File: src/rtl/ps2_cmd_ctrl.sv
// ps2_cmd_ctrl: host-to-device command sequencer for a PS/2 keyboard port.
// Sends LED update (0xED + LED byte) and keyboard reset (0xFF), consumes
// the 0xFA/0xFE replies from the scancode receiver, forwards everything else.
//
// Ports:
//   clk, rst            system clock, async active-high reset
//   ps2_clk_in/data_in  raw PS/2 lines (synchronized here)
//   ps2_clk_oe/data_oe  1 = pull the corresponding PS/2 line low
//   rx_key, rx_valid    scancode receiver byte and valid level
//   leds                {caps, num, scroll}
//   led_req/kbd_rst_req one-cycle command requests
//   busy                command in progress or pending
//   key, key_valid      forwarded scancode and one-cycle strobe
//   err                 sticky, last command failed
//
// state      | meaning
// IDLE       | lines released, waiting for a pending request
// INHIBIT    | clock held low before request-to-send
// REQ        | clock released, start bit on data
// SEND       | shift data/parity/stop on device clock falls, sample line-ack
// WAIT_REPLY | wait for 0xFA/0xFE from the receiver
`timescale 1ns/1ps
module ps2_cmd_ctrl #(
  parameter int unsigned INHIBIT_CYCLES = 2400,
  parameter int unsigned TIMEOUT_CYCLES = 480000,
  parameter int unsigned GUARD_CYCLES   = 2048,
  parameter int unsigned MAX_RETRY      = 3
) (
  input  logic       clk,
  input  logic       rst,
  input  logic       ps2_clk_in,
  input  logic       ps2_data_in,
  output logic       ps2_clk_oe,
  output logic       ps2_data_oe,
  input  logic [7:0] rx_key,
  input  logic       rx_valid,
  input  logic [2:0] leds,
  input  logic       led_req,
  input  logic       kbd_rst_req,
  output logic       busy,
  output logic [7:0] key,
  output logic       key_valid,
  output logic       err
);

  localparam int unsigned TMAX = (TIMEOUT_CYCLES > INHIBIT_CYCLES) ? TIMEOUT_CYCLES : INHIBIT_CYCLES;
  localparam int TW = $clog2(TMAX + 1);
  localparam int GW = $clog2(GUARD_CYCLES + 1);
  localparam int RW = $clog2(MAX_RETRY + 2);

  typedef enum logic [2:0] {IDLE, INHIBIT, REQ, SEND, WAIT_REPLY} state_t;

  state_t        state;
  logic [1:0]    clk_sync, dat_sync, rxv_sync;
  logic          clk_prev, rxv_prev;
  logic          fe, rxe;
  logic          rst_pend, led_pend;
  logic [7:0]    seq0, seq1, cur_byte;
  logic          two_bytes, byte_idx;
  logic [3:0]    bit_cnt;
  logic [TW-1:0] timer;
  logic [GW-1:0] guard_cnt;
  logic [RW-1:0] retry_cnt;
  logic          rx_take, send_fail, reply_ok, reply_fail, fail;

  assign fe   = clk_prev & ~clk_sync[1];
  assign rxe  = rxv_sync[1] & ~rxv_prev;
  assign busy = (state != IDLE) | rst_pend | led_pend;

  always_comb begin
    cur_byte   = byte_idx ? seq1 : seq0;
    rx_take    = rxe && (guard_cnt == '0);
    send_fail  = (state == SEND) && (fe ? (bit_cnt == 4'd10 && dat_sync[1]) : (timer == '0));
    reply_ok   = (state == WAIT_REPLY) && rx_take && (rx_key == 8'hFA);
    reply_fail = (state == WAIT_REPLY) && !reply_ok &&
                 ((rx_take && rx_key == 8'hFE) || (timer == '0));
    fail       = send_fail | reply_fail;
  end

  always_ff @(posedge clk or posedge rst) begin
    if (rst) begin
      state       <= IDLE;
      clk_sync    <= 2'b11;
      dat_sync    <= 2'b11;
      rxv_sync    <= 2'b00;
      clk_prev    <= 1'b1;
      rxv_prev    <= 1'b0;
      ps2_clk_oe  <= 1'b0;
      ps2_data_oe <= 1'b0;
      key         <= 8'h00;
      key_valid   <= 1'b0;
      err         <= 1'b0;
      rst_pend    <= 1'b0;
      led_pend    <= 1'b0;
      seq0        <= 8'h00;
      seq1        <= 8'h00;
      two_bytes   <= 1'b0;
      byte_idx    <= 1'b0;
      bit_cnt     <= '0;
      timer       <= '0;
      guard_cnt   <= '0;
      retry_cnt   <= '0;
    end else begin
      clk_sync  <= {clk_sync[0], ps2_clk_in};
      dat_sync  <= {dat_sync[0], ps2_data_in};
      rxv_sync  <= {rxv_sync[0], rx_valid};
      clk_prev  <= clk_sync[1];
      rxv_prev  <= rxv_sync[1];
      key_valid <= 1'b0;

      case (state)
        IDLE: begin
          ps2_clk_oe  <= 1'b0;
          ps2_data_oe <= 1'b0;
          if (rxe) begin
            key       <= rx_key;
            key_valid <= 1'b1;
          end
          if (rst_pend || led_pend) begin
            if (rst_pend) begin
              rst_pend  <= 1'b0;
              seq0      <= 8'hFF;
              seq1      <= 8'h00;
              two_bytes <= 1'b0;
            end else begin
              led_pend  <= 1'b0;
              seq0      <= 8'hED;
              seq1      <= {5'b0, leds};
              two_bytes <= 1'b1;
            end
            err        <= 1'b0;
            byte_idx   <= 1'b0;
            retry_cnt  <= '0;
            timer      <= TW'(INHIBIT_CYCLES - 1);
            ps2_clk_oe <= 1'b1;
            state      <= INHIBIT;
          end
        end
        INHIBIT: begin
          if (rxe) begin
            key       <= rx_key;
            key_valid <= 1'b1;
          end
          if (timer == '0) begin
            ps2_clk_oe  <= 1'b0;
            ps2_data_oe <= 1'b1;
            state       <= REQ;
          end else begin
            timer <= timer - 1'b1;
          end
        end
        REQ: begin
          bit_cnt <= '0;
          timer   <= TW'(TIMEOUT_CYCLES - 1);
          state   <= SEND;
        end
        SEND: begin
          if (fe) begin
            bit_cnt <= bit_cnt + 1'b1;
            timer   <= TW'(TIMEOUT_CYCLES - 1);
            if (bit_cnt < 4'd8)
              ps2_data_oe <= ~cur_byte[bit_cnt[2:0]];
            else if (bit_cnt == 4'd8)
              ps2_data_oe <= ^cur_byte;  // inverse of the odd-parity bit
            else if (bit_cnt == 4'd9)
              ps2_data_oe <= 1'b0;
            else if (!dat_sync[1]) begin
              guard_cnt <= GW'(GUARD_CYCLES);
              state     <= WAIT_REPLY;
            end
          end else begin
            timer <= timer - 1'b1;
          end
        end
        WAIT_REPLY: begin
          if (guard_cnt != '0) guard_cnt <= guard_cnt - 1'b1;
          timer <= timer - 1'b1;
          if (reply_ok) begin
            if (two_bytes && !byte_idx) begin
              byte_idx   <= 1'b1;
              retry_cnt  <= '0;
              timer      <= TW'(INHIBIT_CYCLES - 1);
              ps2_clk_oe <= 1'b1;
              state      <= INHIBIT;
            end else begin
              state <= IDLE;
            end
          end else if (rx_take && rx_key != 8'hFE) begin
            key       <= rx_key;
            key_valid <= 1'b1;
          end
        end
        default: state <= IDLE;
      endcase

      // Any failure resends the current byte until the retry budget is spent.
      if (fail) begin
        ps2_data_oe <= 1'b0;
        if (retry_cnt == RW'(MAX_RETRY)) begin
          err        <= 1'b1;
          ps2_clk_oe <= 1'b0;
          state      <= IDLE;
        end else begin
          retry_cnt  <= retry_cnt + 1'b1;
          timer      <= TW'(INHIBIT_CYCLES - 1);
          ps2_clk_oe <= 1'b1;
          state      <= INHIBIT;
        end
      end

      // Placed last so a request in the accepting cycle is not lost.
      if (kbd_rst_req) rst_pend <= 1'b1;
      if (led_req)     led_pend <= 1'b1;
    end
  end

endmodule

File: config.mk
export PLATFORM = sky130hd
export DESIGN_NAME = ps2_cmd_ctrl
export DESIGN_NICKNAME = d
export VERILOG_FILES = /design/src/rtl/ps2_cmd_ctrl.sv
export SDC_FILE = /design/constraint.sdc
export NUM_CORES = 1
export LEC_CHECK = 0
export BUFFER_PORTS_ARGS = -buffer_cell sky130_fd_sc_hd__clkbuf_2
export CAP_MARGIN = 10
export CORE_MARGIN = 2
export CORE_UTILIZATION = 35
export DETAILED_ROUTE_END_ITERATION = 12
export GPL_ROUTABILITY_DRIVEN = 0
export SLEW_MARGIN = 40
export SYNTH_ARGS = -nofsm -noshare
export SYNTH_HDL_FRONTEND = slang
export SYNTH_SLANG_ARGS = --single-unit
File: constraint.sdc
create_clock -name clk -period 2.22 [get_ports clk]
set_input_delay 0.444 -clock clk [delete_from_list [all_inputs] [get_ports clk]]
set_output_delay 0.444 -clock clk [all_outputs]
set_load 0.01 [all_outputs]
* Word level (Yosys, flattened, before mapping) *
Cells that the tools add are included.

cells by class
  reductions and logical operators = 41
  muxes and demuxes = 76
  order comparisons = 2
  $add $sub $neg = 4
  bitwise gates (word level) = 8
  equality and inequality tests = 34

operator list
  operator                                             count
  2-to-1 mux 19 bit                                    7
  case mux 19 bit (5 select lines)                     1
  2-to-1 mux 12 bit                                    6
  2-to-1 mux 3 bit                                     15
  2-to-1 mux 8 bit                                     4
  2-to-1 mux 1 bit                                     31
  != test 3 bit (second input constant)                8
  case mux 12 bit (2 select lines)                     1
  logical NOT 19 bit                                   1
  subtractor 19 x 1 -> 19 bit (second input constant)  1
  != test 2 bit (second input constant)                9
  == test 8 bit (second input constant)                2
  case mux 8 bit (2 select lines)                      1
  AND reduction 4 bit                                  4
  nonzero test 2 bit                                   8
  case mux 3 bit (5 select lines)                      1
  == test 4 bit (second input constant)                3
  logical NOT 12 bit                                   1
  nonzero test 12 bit                                  1
  subtractor 12 x 1 -> 12 bit (second input constant)  1
  logical AND 1 bit                                    10
  == test 3 x 2 -> 1 bit (second input constant)       3
  != test 2 x 1 -> 1 bit (second input constant)       4
  != test 8 bit (second input constant)                1
  29 further kinds                                     41

word-level totals
  output and inout port bits = 13
  register bits = 81
  input bits = 18

* Longest topological paths before layout *
  depth after elaboration = 11
  gate-level depth with buffers = 10

* Least setup slack after synthesis *
No wires, ideal clock.

  path kind = flip-flop to flip-flop
  from = register timer[0]
  to = register timer[11]
  period minus slack after synthesis = 2182 ps
  setup slack = 38 ps
  stages on the path, launching flop included = 10
  arrival = 2115 ps
  required time = 2153 ps
  buffers on the path = 2
  cell sequence = dfrtp_1 > clkbuf_1 > inv_1 > ha_1 > and4b_1 > buf_2 > a21oi_2 > a21oi_1 > or4_2 > nand3_2

on the way
  word-level cells in the longest chain between the ends = 6
  elaborated cells between the ends (all ways) = 14
  classes of those cells = add/sub (1); mux (8); bitwise (1); reduce/logical (4)

ends and longest elaborated chain
  element                           RTL line       text
  start: declaration                61             logic [TW-1:0] timer;
  start signal: assignment          134            timer <= TW'(INHIBIT_CYCLES - 1);
  start signal: assignment          149            timer <= timer - 1'b1;
  start signal: assignment          154            timer <= TW'(TIMEOUT_CYCLES - 1);
  subtractor 19 x 1 -> 19 bit       149, 172, 177
  2-to-1 mux 19 bit                 179            if (two_bytes && !byte_idx) begin
  2-to-1 mux 19 bit                 178            if (reply_ok) begin
  case mux 19 bit (5 select lines)  111            case (state)
  2-to-1 mux 19 bit                 199            if (retry_cnt == RW'(MAX_RETRY)) begin
  2-to-1 mux 19 bit *               197            if (fail) begin

Mark *: on every way between the ends. The rest lies on a longest branch, timed or not.
A chain may end at the register's enable or synchronous reset.

* Worst setup path in the final report *
  from = register guard_cnt[6]
  to = register timer[16]

on the way
  word-level cells in the longest chain between the ends = 9
  elaborated cells between the ends (all ways) = 14
  classes of those cells = mux (4); bitwise (1); reduce/logical (9)

ends and longest elaborated chain
  element                                                    RTL line  text
  start: declaration                                         62        logic [GW-1:0] guard_cnt;
  start signal: assignment                                   168       guard_cnt <= GW'(GUARD_CYCLES);
  start signal: assignment                                   176       if (guard_cnt != '0) guard_cnt <= guard_cnt - 1'b1;
  logical NOT 12 bit *                                       72        rx_take = rxe && (guard_cnt == '0);
  logical AND 1 bit *                                        72
  branches (longest 6 deep; another with 2-to-1 mux 19 bit)  n/a
  2-to-1 mux 19 bit *                                        197
  end signal: assignment                                     134
  end signal: assignment                                     182       timer <= TW'(INHIBIT_CYCLES - 1);
  end signal: assignment                                     205       timer <= TW'(INHIBIT_CYCLES - 1);

Mark *: on every way between the ends.

==> results.sh <==
export IMPL_cp_end_kind="register"
export IMPL_ys_seq_area_frac=0.432
export IMPL_timing_rr_start="guard_cnt[6]$_DFFE_PP0P_"
export IMPL_finalHoldViolations=0
export IMPL_routed_wirelength_um=10700
export IMPL_grt_start_max_net_pins=71
export IMPL_dr_total_vias=3637
export IMPL_clkSlewWorstSetupHoldPaths_ns=0.06
export IMPL_cts_tree="yes"
export IMPL_final_setup_skew_ns=0.0109
export IMPL_critical_path_maximum_fanout=8
export IMPL_synthesis_instances=434
export IMPL_nNetsFinal=542
export IMPL_layout_cells_non_filler=663
export IMPL_antenna_found_initial=0
export IMPL_vias_in_the_first_global_route=3582
export IMPL_critical_path_cell_chain="nor4_2 > and3_2 > nand3_1 > a21o_4 > a211oi_1 > nor3_2"
export IMPL_grt_first_pass_wirelength_um=18000
export IMPL_first_pass_drt_iterations=5
export IMPL_timing_final_max_slew_violations=0
export IMPL_critPathArrivalTime_ns=2.37
export IMPL_num_antenna_cells=0
export IMPL_synthArstFlopShare=1.00
export IMPL_globalRouteOverflowTotal=0
export IMPL_critPathRequiredTime_ns=2.44
export IMPL_boundaryPins=31
export IMPL_synth_largest_area_cell="sky130_fd_sc_hd__dfrtp_1"
export IMPL_initial_cell_density_of_the_core=0.358
export IMPL_static_leakage_power_nw=2.30
export IMPL_r2r_setup_slack_ns=0.07
export IMPL_cts_max_level=3
export IMPL_critPathKind="register to register"
export IMPL_post_route_period_util=0.969
export IMPL_worstSkewPairLatency_ns=0.34
export IMPL_critical_path_buf_inv_count=0
export IMPL_clock_tree_root_buffer_cell="sky130_fd_sc_hd__clkbuf_16"
export IMPL_clock_sinks=70
export IMPL_global_route_usage_total=0.179
export IMPL_yosys_cell_types_count=72
export IMPL_syn_cell_area_um2=4070
export IMPL_post_route_cells_drive_above_1_share=0.312
export IMPL_critical_path_slowest_cell="sky130_fd_sc_hd__nor4_2"
export IMPL_rr_endpoint="timer[16]$_DFF_PP0_"
export IMPL_die_area_um2=12500
export IMPL_final_fill_count=1089
export IMPL_clockBufferDepth=2
export IMPL_post_route_drc_violation_count=0
export IMPL_final_period_minus_worst_setup_slack_ns=2.15
export IMPL_syn_area_per_cell_um2=9.37
export IMPL_irDropWorstVdd_mv=0.766
export IMPL_worstRegToRegCells=6
export IMPL_status="complete, no violations"
export IMPL_post_cts_hold_buffer_count=0
export IMPL_placeableCoreArea_um2=11400
export IMPL_ys_warn_count=0
export IMPL_post_place_cells=643
export IMPL_cts_buffers=9
export IMPL_detail_route_antenna_nets=0
export IMPL_register_area_um2=1760
export IMPL_hold_worst_slack_ns=0.168
export IMPL_io_buffers=30
export IMPL_area_of_the_multi_input_gates_um2=2260
export IMPL_die_height_um=112
export IMPL_routed_wire_length_per_instance_um=16.2
export IMPL_timing_max_slew_rel_slack=0.714
export IMPL_critical_path_max_stage_delay_ns=0.43
export IMPL_area_overhead_vs_synth_pct=26.6
export IMPL_worst_hold_path_type="input port to asynchronous set/reset pin"
export IMPL_floorplan_die_width_um=112
export IMPL_power_density_nw_per_um2=1170
export IMPL_netlist_top_cells_area="sky130_fd_sc_hd__dfrtp_1, sky130_fd_sc_hd__nand2_1, sky130_fd_sc_hd__dfstp_2"
export IMPL_total_power_w=0.00603
export IMPL_worst_slew_pin_transition_ns=0.429
export IMPL_drt_first_iter_violations=245
export IMPL_timing_critical_path_from_type="register"
export IMPL_critical_path_top_delay_family="simple AND/OR/NAND/NOR gates"
export IMPL_avgViaCountPerCell=5.49
export IMPL_syn_nets=461
export IMPL_synth_edf_count=0
export IMPL_achievable_frequency_ghz=0.465
export IMPL_placement_rows=39
export IMPL_finalSetupViolations=0
export IMPL_yosysTopAreaCellShare=0.400
export IMPL_maxCapViolCount=0
export IMPL_hpwlAfterDp_um=7760
export IMPL_yosys_most_used_dff="sky130_fd_sc_hd__dfrtp_1"
export IMPL_yosys_register_bits=70
export IMPL_grt_setup_unrepaired="yes"
[routing by layer]
metal | share of wire | vias to the layer above | global-route usage
met3 | 0.049 | 19 | 0.0408
met1 | 0.46 | 1746 | 0.240
met4 | 0.028 | 0 | 0.0790
met2 | 0.46 | 115 | 0.278
li1 | - | 1757 | -
met5 | 0 | - | 0
[metrics by stage]
stage               worst slack (ns)  setup TNS, ns  cell area [um^2]  utilization
floorplan                     0.0161              0              4070            -
global placement             -0.0532        -0.0532              4740        0.417
detailed placement           -0.0765         -0.220              4740        0.417
CTS                           0.0225              0              5010        0.441
global route                 -0.0576         -0.116              5150        0.453
finish                        0.0679              0              5150        0.453
[cell usage after synthesis (all sizes together) (11+ instances only)]
cell,count
dfrtp,65
nand2,48
nor2,33
a21oi,21
o21ai,21
nand3,19
nor3,19
inv,17
xor2,12
clkbuf,11
nor4,11
[cell usage in the layout, fill, tap and decap left out, types with 12 or more instances in the layout]
cell                       Yosys  layout
sky130_fd_sc_hd__a21oi_1      20      19
sky130_fd_sc_hd__buf_4         0      56
sky130_fd_sc_hd__clkbuf_2      0      30
sky130_fd_sc_hd__dfrtp_1      65      65
sky130_fd_sc_hd__inv_1        17      16
sky130_fd_sc_hd__nand2_1      48      47
sky130_fd_sc_hd__nand3_1      18      17
sky130_fd_sc_hd__nor2_1       33      31
sky130_fd_sc_hd__nor3_1       14      14
sky130_fd_sc_hd__o21ai_0      19      19
sky130_fd_sc_hd__xor2_1       12      12
[flip-flops by register name (all words and copies together) (netlist names), 2 cells and up]
register and cells:
timer 19, guard_cnt 12, key 8, bit_cnt 4, retry_cnt 3, seq1 3, state 3, clk_sync 2
dat_sync 2, rxv_sync 2, seq0 2
[report_power, final]
group	internal, W	switching [W]	total, W
sequential	0.00164	0.000333	0.00197
clock	0.000757	0.000578	0.00134
combinational	0.00125	0.00147	0.00272
[tightest hold or removal path: stages]
cell                       delay [ns]
sky130_fd_sc_hd__clkbuf_2        0.09
sky130_fd_sc_hd__inv_2           0.06
sky130_fd_sc_hd__buf_12          0.31
[how the worst max path moves through the flow]
stage	start	to	slack [ns]	cells past startpoint
after global routing	timer[3]$_DFF_PP0_	timer[0]$_DFF_PP0_	-0.06	6
after CTS	timer[6]$_DFF_PP0_	timer[0]$_DFF_PP0_	0.02	7
final	guard_cnt[6]$_DFFE_PP0P_	timer[16]$_DFF_PP0_	0.07	6
after floorplan	rst	bit_cnt[0]$_DFFE_PP0P_	0.02	1
after detailed placement	timer[10]$_DFF_PP0_	timer[8]$_DFF_PP0_	-0.08	6
after global placement	timer[10]$_DFF_PP0_	timer[8]$_DFF_PP0_	-0.05	6
[cells by family (layout without fill, tap and decap cells)]
family | after synthesis | count (layout) | synth area share
buffers and inverters | 35 | 121 | 0.0375
AO/OA/AOI/OAI | 104 | 104 | 0.178
XOR/XNOR | 19 | 19 | 0.0409
flip-flops | 70 | 70 | 0.432
adder cells (fa/ha/maj) | 9 | 9 | 0.0277
multiplexers | 12 | 12 | 0.0323
AND/OR/NAND/NOR | 185 | 185 | 0.251
[cell type report]
type                            instances  share of cell area
Multi-Input combinational cell        329               0.439
Sequential cell                        70               0.342
Timing Repair Buffer                   88               0.119
Clock buffer                            9              0.0438
Tap cell                              143              0.0348
Inverter                               17              0.0124
Clock inverter                          7             0.00973
[what timing repair did]
item | 4_1_cts | 5_1_grt
gates cloned | 0 | 0
resized for setup | 2 | 20
pin swaps | 0 | 6
hold endpoints to repair | 0 | 0
buffers inserted | 0 | 4
setup endpoints to repair | 11 | 43
No activity file was read; power rests on OpenSTA's default activity.
